[src/rtl/output_tile_writer.sv]
// Drains systolic-array result vectors into the result memory one lane per cycle,
// requantizing each accumulator to int8 and laying the tile out channel-major (CHW).
module output_tile_writer #(
  parameter int ARRAYWIDTH = 8,
  parameter int ACC_W      = 32,
  parameter int NUM_PIX    = 196,
  parameter int NUM_OC     = 64,
  parameter int SHIFT      = 8,
  parameter int ADDR_W     = 14
) (
  input  logic                        clk,
  input  logic                        rst,
  input  logic                        start,
  input  logic                        relu_en,
  input  logic                        in_valid,
  input  logic [ACC_W*ARRAYWIDTH-1:0] in_data,
  output logic                        in_ready,
  output logic                        wr_en,
  output logic [ADDR_W-1:0]           wr_addr,
  output logic [7:0]                  wr_data,
  output logic                        busy,
  output logic                        done
);

  localparam int NUM_TILES = NUM_OC / ARRAYWIDTH;
  localparam int K_W = (ARRAYWIDTH > 1) ? $clog2(ARRAYWIDTH) : 1;
  localparam int P_W = (NUM_PIX > 1) ? $clog2(NUM_PIX) : 1;
  localparam int T_W = (NUM_TILES > 1) ? $clog2(NUM_TILES) : 1;

  localparam logic [K_W-1:0] K_LAST = K_W'(ARRAYWIDTH - 1);
  localparam logic [P_W-1:0] P_LAST = P_W'(NUM_PIX - 1);
  localparam logic [T_W-1:0] T_LAST = T_W'(NUM_TILES - 1);

  localparam logic signed [ACC_W-1:0] Q_MAX = ACC_W'(127);
  localparam logic signed [ACC_W-1:0] Q_MIN = ACC_W'(-128);

  typedef enum logic [1:0] {IDLE, RUN, DONE} state_t;

  state_t                      state;
  logic                        hv;
  logic                        relu_q;
  logic [K_W-1:0]              k;
  logic [P_W-1:0]              p;
  logic [T_W-1:0]              t;
  logic [ACC_W*ARRAYWIDTH-1:0] hold_data;

  logic                        last_lane;
  logic                        last_elem;
  logic                        accept;
  logic signed [ACC_W-1:0]     lane;
  logic signed [ACC_W-1:0]     shifted;
  logic [7:0]                  q;

  assign last_lane = hv && (k == K_LAST);
  assign last_elem = last_lane && (p == P_LAST) && (t == T_LAST);

  // The slot frees up on the last lane, except after the layer's final element.
  assign in_ready = (state == RUN) && (!hv || (last_lane && !last_elem));
  assign accept   = in_valid && in_ready;

  // NOTE: the holding register is qualified by hv, so it is pure datapath and carries no reset.
  always_ff @(posedge clk) begin
    if (accept) hold_data <= in_data;
  end

  // NOTE: combinational blocks use blocking '=' with every output defaulted first,
  // so each value is computed in order and no latch is inferred.
  always_comb begin
    lane    = $signed(hold_data[k*ACC_W +: ACC_W]);
    shifted = lane >>> SHIFT;
    if (relu_q && shifted[ACC_W-1]) shifted = '0;
    if (shifted > Q_MAX)      q = 8'h7f;
    else if (shifted < Q_MIN) q = 8'h80;
    else                      q = shifted[7:0];
  end

  assign wr_en   = hv;
  assign wr_data = hv ? q : 8'h00;
  assign wr_addr = hv ? ADDR_W'((ADDR_W'(t) * ADDR_W'(ARRAYWIDTH) + ADDR_W'(k)) * ADDR_W'(NUM_PIX)
                                + ADDR_W'(p))
                      : '0;

  // NOTE: sequential state uses non-blocking '<=' so every register samples pre-edge values.
  always_ff @(posedge clk) begin
    if (rst) begin
      state  <= IDLE;
      hv     <= 1'b0;
      relu_q <= 1'b0;
      k      <= '0;
      p      <= '0;
      t      <= '0;
      busy   <= 1'b0;
      done   <= 1'b0;
    end else begin
      done <= 1'b0;
      case (state)
        IDLE: begin
          if (start) begin
            state  <= RUN;
            busy   <= 1'b1;
            hv     <= 1'b0;
            relu_q <= relu_en;
            k      <= '0;
            p      <= '0;
            t      <= '0;
          end
        end
        RUN: begin
          if (last_elem) begin
            state <= DONE;
            busy  <= 1'b0;
            done  <= 1'b1;
            hv    <= 1'b0;
          end else begin
            if (hv && !last_lane) k <= k + 1'b1;
            if (last_lane) begin
              if (p == P_LAST) begin
                p <= '0;
                t <= t + 1'b1;
              end else begin
                p <= p + 1'b1;
              end
            end
            // A vector accepted on the last lane keeps the pipe full with no bubble.
            if (accept) begin
              hv <= 1'b1;
              k  <= '0;
            end else if (last_lane) begin
              hv <= 1'b0;
            end
          end
        end
        DONE: state <= IDLE;
        default: state <= IDLE;
      endcase
    end
  end

endmodule

[config.mk]
export PLATFORM = sky130hd
export DESIGN_NAME = output_tile_writer
export DESIGN_NICKNAME = d
export VERILOG_FILES = /design/src/rtl/output_tile_writer.sv
export SDC_FILE = /design/constraint.sdc
export NUM_CORES = 1
export LEC_CHECK = 0
export ABC_AREA = 1
export BUFFER_PORTS_ARGS = -buffer_cell sky130_fd_sc_hd__buf_2
export CELL_PAD_IN_SITES_DETAIL_PLACEMENT = 1
export CELL_PAD_IN_SITES_GLOBAL_PLACEMENT = 2
export CORE_ASPECT_RATIO = 0.8
export CORE_MARGIN = 1.5
export CORE_UTILIZATION = 34
export CTS_CLUSTER_SIZE = 40
export DETAILED_ROUTE_END_ITERATION = 12
export PLACE_DENSITY = 0.82
export REMOVE_ABC_BUFFERS = 1
export SLEW_MARGIN = 30
export SYNTH_ARGS = -nofsm -noshare
export SYNTH_HDL_FRONTEND = slang
export SYNTH_SLANG_ARGS = --single-unit
[constraint.sdc]
create_clock -name clk -period 9.6 [get_ports clk]
set_clock_uncertainty 0.15 [all_clocks]
set_input_delay 0.96 -clock clk [delete_from_list [all_inputs] [get_ports clk]]
set_output_delay 0.96 -clock clk [all_outputs]
set_load 0.05 [all_outputs]
==> impl_metrics.py, run 1 <==
metrics = {
    "critical_path": {
        "critPathMaxStageDelay_ns": 0.87,
        "critical_path_class": "reg2out",
        "required_ns": 8.49,
        "cp-endpoint": "wr_addr[13]",
        "r2r_cells": 9,
        "worstPathMaxFanout": 30,
        "cp_slowest_cell": "dfxtp_2",
        "arrival_ns": 3.97,
        "r2r_slack_ns": 5.77,
        "cp-end-kind": "output port",
        "start_kind": "register",
        "r2r_end": "hold_data[108]",
        "worst-path-buf-inv": 1,
        "startpoint": "k[2]",
        "timing.rr.start": "k[2]",
        "cpMostUsedCell": "ha_1",
        "worst_path_dominant_cell_family": "adder cells",
        "crit_chain": "ha_1 -> ha_1 -> ha_1 -> ha_1 -> fa_1 -> nand3_1 -> nand2_1 -> xor2_1 -> nand2_1 -> nor2_1 -> xnor2_1 -> nor2_1 -> buf_2",
        "path_depth": 13,
    },
    "detailed_routing": {
        "wirelength_um": 26110,
        "vias": 7273,
        "antenna_left": 0,
        "wl_per_cell_um": 17.38,
        "routed_via_density": 4.842,
        "drt_iter0_drc": 358,
        "drcViolationCount": 0,
        "drtPass1Iterations": 6,
    },
    "sta": {
        "max_freq_mhz": 196.7,
        "finalCritPeriodShare_pct": 52.96,
        "period_minus_slack_ns": 5.084,
        "layout_setup_ws_ns": 4.516,
        "finalMaxSlewViolations": 0,
        "max_slew_margin_pct": 43.41,
        "fin_hold_ws_ns": 0.3510,
        "tns_ns": 0,
        "final_hold_viol_count": 0,
        "worst_pin_slew_ns": 0.8489,
        "setup_viol_count_final": 0,
        "rsz0062_at_grt": "no",
    },
    "global_route": {
        "grt_pass1_vias": 7412,
        "grtUsageTotal_pct": 17.87,
        "grt_pass1_wl_um": 40870,
        "grt_max_degree": 110,
        "antenna_found_initial": 5,
        "grt_overflow": 0,
    },
    "hold_path": {
        "hold_start": "busy",
        "min_path_type": "reg2reg",
    },
    "pwr": {
        "ir_worst_vdd_mv": 0.1289,
        "power_density_nw_per_um2": 172.9,
        "p_leak_nw": 5.010,
    },
    "final_layout": {
        "syn2layout_area_growth_pct": 21.47,
        "final_core_util_pct": 42.57,
        "nFillCells": 3151,
        "drive_gt1_share_pct": 24.38,
        "finish.net_count": 1410,
    },
    "cts": {
        "root_buffer": "clkbuf_16",
        "cts_made_buffers": 24,
        "cts_hold_buf": 0,
        "clkTransAtPathRegs_ns": 0.06,
        "clockBufferDepth": 3,
        "htreeDepth": 1,
        "ctsResizeCount": 0,
        "cts_tree": "yes",
        "insertion_delay_ns": 0.51,
        "clock_sinks": 212,
        "post_cts_buffers": 0,
    },
    "floorplanning": {
        "die_h_um": 153.8,
        "rows": 54,
        "start_util_pct": 35.04,
        "coreArea_um2": 27570,
        "num_io_pins": 287,
        "die_x_um": 191.5,
        "die-area_um2": 29440,
    },
    "yosys": {
        "synth.top_cells.by_area": "edfxtp_1 60%, nand2_1 12%, nand3_1 5.3%",
        "synth_cells": 904,
        "yosysWarnings": 0,
        "syn_avg_cell_area_um2": 10.69,
        "synth_common_cells": "301 x nand2_1, 192 x edfxtp_1, 103 x nand3_1, 51 x nor2_1, 50 x a21oi_1",
        "synth_top_cell_area_share_pct": 59.68,
        "synth_most_common_cell": "nand2_1",
        "synthesis.area_um2": 9661,
        "ys_types": 39,
        "synth_edf_count": 192,
        "ys_ff_latch": 212,
        "ys_seq_area_share_pct": 63.83,
        "async_flop_share_pct": 0,
        "synth_flop_cell": "edfxtp_1",
        "yosysTopAreaCell": "edfxtp_1",
    },
    "place": {
        "preCtsSetupSlack_ns": 4.988,
        "dpl.hpwl_um": 17480,
        "gp_congestion": 0.7432,
        "numPortBuffers": 222,
    },
    "job": {
        "drv_cap": 0,
    },
    "outcome": {
        "status": "finished, final reports clean",
    },
}
-- report_power, final --
| part | switching, mW | leakage, nW | total [mW] | internal [mW] |
|---|---|---|---|---|
| logic | 0.0853 | 2.75 | 0.137 | 0.0520 |
| clock network | 0.369 | 0.335 | 0.831 | 0.462 |
| registers | 0.0125 | 1.93 | 1.06 | 1.05 |
| total | 0.466 | 5.01 | 2.03 | 1.56 |
-- logic make-up (layout without fill, tap and decap cells) --
kind of cell / count (synthesis) / in the layout / share of synthesized area (%)
AOI/OAI and AO/OA: 90 / 90 / 5.621
xor gates and xnor gates: 10 / 10 / 0.9067
adders and majority gates: 34 / 34 / 4.559
buffers and inverters: 82 / 310 / 4.585
DFF: 212 / 212 / 63.83
other: 0 / 6 / 0
and+or+nand+nor: 476 / 476 / 20.50
-- layout make-up --
type	instances	area, um2	share of cell area [%]
sequential	212	6172	52.60
tap	364	455.4	3.881
antenna	6	15.01	0.1279
clock inverter	14	88.84	0.7570
clock buffer	29	619.3	5.278
multi-input combinational	610	3052	26.00
timing repair buffer	226	1161	9.894
inverter	41	171.4	1.461
-- registers in the layout (all words and copies together) (netlist names) --
signal,cells
hold_data,192
p,8
k,3
t,3
state,2
busy,1
done,1
relu_q,1
wr_en,1
-- placed cells by master, fill, tap and decap left out, types with 3 or more instances in the layout --
master / synthesis / layout
edfxtp_1: 192 / 192
o21ai_1: 4 / 4
nand4_1: 5 / 5
xnor2_1: 3 / 3
clkinv_1: 1 / 7
buf_4: 11 / 3
clkinvlp_4: 0 / 3
nor2_1: 51 / 51
a21oi_1: 50 / 50
a22oi_1: 7 / 7
nand2_1: 301 / 301
dfxtp_1: 20 / 17
diode_2: 0 / 6
o211ai_1: 9 / 9
and2_1: 3 / 3
nand3_1: 103 / 103
buf_2: 13 / 222
clkbuf_16: 0 / 24
nor3_1: 3 / 3
inv_1: 36 / 35
clkbuf_1: 7 / 5
o21ai_0: 8 / 8
ha_1: 32 / 32
xor2_1: 7 / 7
a32o_1: 7 / 7
-- layer usage --
metal	track usage [%]	share of wire, %	vias up
li1	-	-	3571
met1	24.81	46	3482
met2	29.07	45	183
met3	3.652	6.6	35
met4	3.311	1.6	2
met5	0	0.050	-
-- metrics by stage --
stage / cells / area, um2 / power (mW)
detailed placement: 1453 / 11010 / 1.220
floorplan: 863 / 9382 / 1.153
global placement: 1452 / 10980 / 1.213
global route: 1497 / 11720 / 2.104
finish: 1502 / 11740 / 2.029
CTS: 1496 / 11720 / 2.050
-- worst register-to-register path: cells and delay by family (launching register included) --
kind / cells / cell delay [ns]
AND/OR/NAND/NOR: 3 / 0.47
flip-flops: 1 / 0.87
adder cells (fa/ha/maj): 1 / 0.32
buffers and inverters: 5 / 1.65
-- how the worst min path moves through the flow --
stage,cells past startpoint,to,slack [ns]
finish,2,busy,0.35
floorplan,2,p[4],0.31
detailed placement,2,p[4],0.34
global route,2,p[4],0.39
CTS,2,p[4],0.35
global placement,2,busy,0.34
Note: power is estimated with default switching activity, not from simulation.
==> inputs of run 2 (changes only) <==
--- a/config.mk
+++ b/config.mk
@@ -11,10 +11,10 @@
 export CELL_PAD_IN_SITES_GLOBAL_PLACEMENT = 2
 export CORE_ASPECT_RATIO = 0.8
 export CORE_MARGIN = 1.5
-export CORE_UTILIZATION = 34
+export CORE_UTILIZATION = 29
 export CTS_CLUSTER_SIZE = 40
 export DETAILED_ROUTE_END_ITERATION = 12
-export PLACE_DENSITY = 0.82
+export PLACE_DENSITY = 0.74
 export REMOVE_ABC_BUFFERS = 1
 export SLEW_MARGIN = 30
 export SYNTH_ARGS = -nofsm -noshare
==> constraint.sdc (replaced) <==
create_clock -name clk -period 4.6 [get_ports clk]
set_clock_uncertainty 0.15 [all_clocks]
set_input_delay 0.46 -clock clk [delete_from_list [all_inputs] [get_ports clk]]
set_output_delay 0.46 -clock clk [all_outputs]
set_load 0.05 [all_outputs]
==> run 2 against run 1 <==
Sequential power grew 110%. Flip-flop and latch count is the same. Critical path depth is the same. Sequential share of layout area shrank 8.2 points.
==> impl_metrics.py, run 2 (synthesis results as in run 1) <==
metrics = {
    "sta": {
        "rsz0062_at_grt": "no",
        "finalMaxSlewViolations": 0,
        "worst_pin_slew_ns": 0.7739,
        "layout_setup_ws_ns": 0.4279,
        "finalCritPeriodShare_pct": 90.70,
        "period_minus_slack_ns": 4.172,
        "setup_viol_count_final": 0,
        "max_freq_mhz": 239.7,
        "final_hold_viol_count": 0,
        "tns_ns": 0,
        "max_slew_margin_pct": 48.41,
    },
    "global_route": {
        "grt_pass1_vias": 8931,
        "grt_pass1_wl_um": 50870,
        "grtUsageTotal_pct": 18.82,
        "antenna_found_initial": 0,
        "grt_overflow": 0,
        "grt_max_degree": 103,
    },
    "pwr": {
        "power_density_nw_per_um2": 335.9,
        "p_leak_nw": 5.909,
        "ir_worst_vdd_mv": 0.3411,
    },
    "final_layout": {
        "drive_gt1_share_pct": 21.40,
        "finish.net_count": 1610,
        "largest_registers": "hold_data: 192 flops, p: 8 flops",
        "nFillCells": 3626,
        "antenna_cells": 0,
        "layout.area.seq_um2": 6172,
        "syn2layout_area_growth_pct": 43.76,
        "multiInputGateArea_um2": 3052,
        "regMostFlops": "hold_data",
        "final_cell_mix": "301 x nand2_1, 222 x buf_2, 192 x dlygate4sd3_1, 192 x edfxtp_1, 103 x nand3_1",
        "largest_reg_flops": 192,
        "final_common_cell": "nand2_1",
    },
    "place": {
        "numPortBuffers": 222,
        "preCtsSetupSlack_ns": 0.9300,
        "gp_congestion": 0.7665,
        "dpl.hpwl_um": 19660,
    },
    "detailed_routing": {
        "drcViolationCount": 0,
        "vias": 8134,
        "drt_iter0_drc": 428,
        "routed_via_density": 4.624,
        "drtPass1Iterations": 4,
        "wl_per_cell_um": 18.35,
        "wirelength_um": 32280,
        "antenna_left": 0,
    },
    "floorplanning": {
        "rows": 59,
        "start_util_pct": 29.61,
        "die_h_um": 166.2,
        "num_io_pins": 287,
        "die_x_um": 207.1,
        "coreArea_um2": 32630,
        "die-area_um2": 34420,
    },
    "critical_path": {
        "cp-end-kind": "output port",
        "worstPathMaxFanout": 9,
        "start_kind": "register",
        "cpMostUsedCell": "ha_1",
        "critical_path_class": "reg2out",
        "arrival_ns": 3.56,
        "crit_chain": "ha_1 -> ha_1 -> ha_1 -> ha_1 -> fa_1 -> nand3_1 -> nand2_1 -> xor2_1 -> nand2_1 -> nor2_1 -> xnor2_1 -> nor2_1 -> buf_2",
        "required_ns": 3.99,
        "critPathMaxStageDelay_ns": 0.52,
        "cp_slowest_cell": "dfxtp_2",
    },
    "cts": {
        "root_buffer": "clkbuf_16",
        "clock_sinks": 212,
        "clockBufferDepth": 3,
        "htreeDepth": 1,
        "insertion_delay_ns": 0.53,
        "cts_made_buffers": 24,
        "cts_tree": "yes",
        "clkTransAtPathRegs_ns": 0.06,
    },
    "hold_path": {
        "min_path_type": "in2reg",
    },
    "job": {
        "drv_cap": 0,
    },
    "outcome": {
        "status": "finished, final reports clean",
    },
}
run 2: cell count changes in the layout (fill, tap and decap cells not counted), sizes merged:
| cell | before | now |
|---|---|---|
| buf | 226 | 234 |
| bufinv | 0 | 4 |
| clkbuf | 29 | 34 |
| clkinv | 11 | 5 |
| clkinvlp | 3 | 1 |
| diode | 6 | 0 |
| dlygate4sd3 | 0 | 192 |
| inv | 41 | 40 |
run 2: stage by stage:
step | instance area (um2) | std cells | utilization [%] | hold slack [ns] | total power, mW
2_1_floorplan | 9382 | 863 | - | 0.3084 | 2.405
3_3_place_gp | 11140 | 1524 | 34.15 | 0.3353 | 2.543
3_5_place_dp | 11140 | 1524 | 34.15 | 0.3384 | 2.556
4_1_cts | 13890 | 1759 | 42.56 | 0.06256 | 4.718
5_1_grt | 13890 | 1759 | 42.56 | 0.07773 | 4.838
6_report | 13890 | 1759 | 42.56 | 0.08281 | 4.665
run 2: worst paths after layout:
kind	from	end	slack, ns	cells after the start
setup / recovery	k[2]	wr_addr[13]	0.43	13
hold / removal	relu_en	relu_q	0.08	3
setup reg to reg	k[2]	hold_data[55]	1.29	9
hold reg to reg	p[4]	p[4]	0.35	2
run 2: routing by layer:
| layer | up-vias | track usage (%) | wire length, um |
|---|---|---|---|
| met5 | - | 0 | 0 |
| met4 | 0 | 3.529 | 495 |
| met3 | 32 | 3.650 | 1530 |
| met2 | 192 | 32.78 | 15600 |
| met1 | 3952 | 24.38 | 14650 |
| li1 | 3958 | - | - |
run 2: where the power goes:
group / switching, mW / internal (mW) / leakage [nW]
Combinational: 0.219 / 0.217 / 3.59
Clock: 0.769 / 1.25 / 0.396
Sequential: 0.0253 / 2.19 / 1.93
Total: 1.01 / 3.65 / 5.91
run 2: what timing repair did:
action | in CTS | in global routing
hold buffers | 192 | 0
setup buffers | 0 | 0
endpoints found under the hold margin | 192 | 0
gates resized for setup | 0 | 0
run 2: critical path: cells and delay by family, from the launching register on:
| family | cells | cell delay, ns |
|---|---|---|
| XOR/XNOR | 2 | 0.26 |
| adder cells (fa/ha/maj) | 5 | 1.51 |
| buffers and inverters | 1 | 0.27 |
| flip-flops | 1 | 0.52 |
| AND/OR/NAND/NOR | 5 | 0.47 |
run 2: final cells by class:
class / instances / share of cell area (%)
clock buffer: 34 / 4.892
timing repair buffer: 426 / 22.58
clock inverter: 9 / 1.036
inverter: 41 / 1.234
sequential: 212 / 44.44
multi-input combinational: 610 / 21.97
tap: 427 / 3.847
==> inputs of run 3 (changes only) <==
--- a/config.mk
+++ b/config.mk
@@ -10,7 +10,7 @@
 export CELL_PAD_IN_SITES_DETAIL_PLACEMENT = 1
 export CELL_PAD_IN_SITES_GLOBAL_PLACEMENT = 2
 export CORE_ASPECT_RATIO = 0.8
-export CORE_MARGIN = 1.5
+export CORE_MARGIN = 5
 export CORE_UTILIZATION = 29
 export CTS_CLUSTER_SIZE = 40
 export DETAILED_ROUTE_END_ITERATION = 12
==> run 3 against run 2 <==
Non-clock buffer count unchanged. Core utilization shrank 0.18 points. Design area shrank 0.19%. Die area is 7.7% higher. Clock-buffer cell count shrank 7. Flip-flop and latch count did not move. Critical path type unchanged. Critical endpoint unchanged. Largest power group unchanged.
==> impl_metrics.py, run 3 (synthesis results as in run 1) <==
metrics = {
    "job": {
        "drv_cap": 0,
    },
    "final_layout": {
        "final_cell_mix": "301 x nand2_1, 222 x buf_2, 192 x dlygate4sd3_1, 192 x edfxtp_1, 103 x nand3_1",
        "largest_reg_flops": 192,
        "syn2layout_area_growth_pct": 43.49,
        "final_common_cell": "nand2_1",
        "antenna_cells": 0,
        "regMostFlops": "hold_data",
        "largest_registers": "hold_data: 192 flops, p: 8 flops",
        "drive_gt1_share_pct": 21.51,
        "finish.net_count": 1611,
        "final_core_util_pct": 42.39,
        "final_area_um2": 13860,
        "final_cells": 1761,
    },
    "sta": {
        "worst_pin_slew_ns": 0.8787,
        "rsz0062_at_grt": "no",
        "final_hold_viol_count": 0,
        "tns_ns": 0,
        "period_minus_slack_ns": 4.329,
        "max_freq_mhz": 231.0,
        "max_slew_margin_pct": 41.42,
        "layout_setup_ws_ns": 0.2706,
        "setup_viol_count_final": 0,
        "finalCritPeriodShare_pct": 94.12,
        "finalMaxSlewViolations": 0,
        "fin_hold_ws_ns": 0.04103,
    },
    "global_route": {
        "grtUsageTotal_pct": 17.22,
        "grt_max_degree": 98,
        "grt_overflow": 0,
        "grt_pass1_wl_um": 50990,
        "antenna_found_initial": 0,
        "grt_pass1_vias": 8899,
    },
    "critical_path": {
        "worstPathMaxFanout": 32,
        "critical_path_class": "reg2out",
        "arrival_ns": 3.72,
        "cp-end-kind": "output port",
        "r2r_cells": 9,
        "required_ns": 3.99,
        "start_kind": "register",
    },
    "cts": {
        "cts_tree": "yes",
        "htreeDepth": 1,
        "clkTransAtPathRegs_ns": 0.06,
        "root_buffer": "clkbuf_16",
        "insertion_delay_ns": 0.53,
        "clock_sinks": 212,
        "cts_made_buffers": 25,
        "ctsResizeCount": 0,
        "clockBufferDepth": 3,
    },
    "hold_path": {
        "min_path_type": "in2reg",
        "hold_depth": 3,
    },
    "floorplanning": {
        "coreArea_um2": 32700,
        "die_h_um": 173.2,
        "num_io_pins": 287,
        "start_util_pct": 29.54,
        "die-area_um2": 37080,
        "rows": 59,
        "die_x_um": 214.1,
    },
    "pwr": {
        "p_leak_nw": 5.901,
        "ir_worst_vdd_mv": 0.2162,
        "power_density_nw_per_um2": 333.1,
        "power.total_mw": 4.617,
    },
    "place": {
        "gp_congestion": 0.7527,
        "numPortBuffers": 222,
        "place_inst": 1524,
        "dpl-instance-area_um2": 11140,
        "dpl.hpwl_um": 20100,
        "preCtsSetupSlack_ns": 0.8087,
    },
    "detailed_routing": {
        "wl_per_cell_um": 18.51,
        "wirelength_um": 32590,
        "drt_iter0_drc": 473,
        "antenna_left": 0,
        "drcViolationCount": 0,
        "drtPass1Iterations": 4,
        "routed_via_density": 4.581,
        "vias": 8068,
    },
    "outcome": {
        "status": "finished, final reports clean",
    },
}
## run 3: cell count changes in the layout (fill, tap and decap cells not counted), sizes merged
| cell | delta |
|---|---|
| bufinv | -1 |
| clkbuf | -7 |
| clkinv | +8 |
| clkinvlp | +1 |
| inv | +1 |
## run 3: report_power, final
group,internal [mW],switching (mW)
sequential,2.19,0.0241
clock,1.16,0.810
combinational,0.218,0.220
## run 3: routing by layer
metal / up-vias / global-route usage (%) / routed length, um
li1: 3960 / - / -
met1: 3871 / 22.45 / 14510
met2: 200 / 30.28 / 15920
met3: 37 / 3.213 / 1565
met4: 0 / 3.408 / 595
met5: - / 0 / 0
## run 3: worst max-delay path, cell delays in order, from the launching register on
cell and delay [ns]:
dfxtp_4 0.63, ha_1 0.33, ha_1 0.28, ha_1 0.32, ha_1 0.34, nand2_1 0.09, nor2_1 0.09, nand2_1 0.06
o211ai_1 0.14, and2_1 0.20, nand2_1 0.09, nor2_1 0.13, xnor2_1 0.09, nor2_1 0.11, buf_2 0.28
## run 3: final timing paths
path | start | end | slack, ns
setup / recovery | k[0] | wr_addr[13] | 0.27
hold / removal | relu_en | relu_q | 0.04
setup reg to reg | k[0] | hold_data[16] | 1.25
hold reg to reg | p[4] | p[4] | 0.36
## run 3: what timing repair did
action / in CTS / in global routing
hold buffers: 192 / 0
endpoints found under the setup margin: 0 / 0
hold endpoints to repair: 192 / 0
setup buffers: 0 / 0
## run 3: area by class of cell
cell class,count,area [um2]
Multi-Input combinational cell,610,3052
Sequential cell,212,6172
Fill cell,3653,18840
Timing Repair Buffer,426,3136
Tap cell,427,534.3
Inverter,41,171.4
Clock inverter,18,163.9
Clock buffer,27,633.1
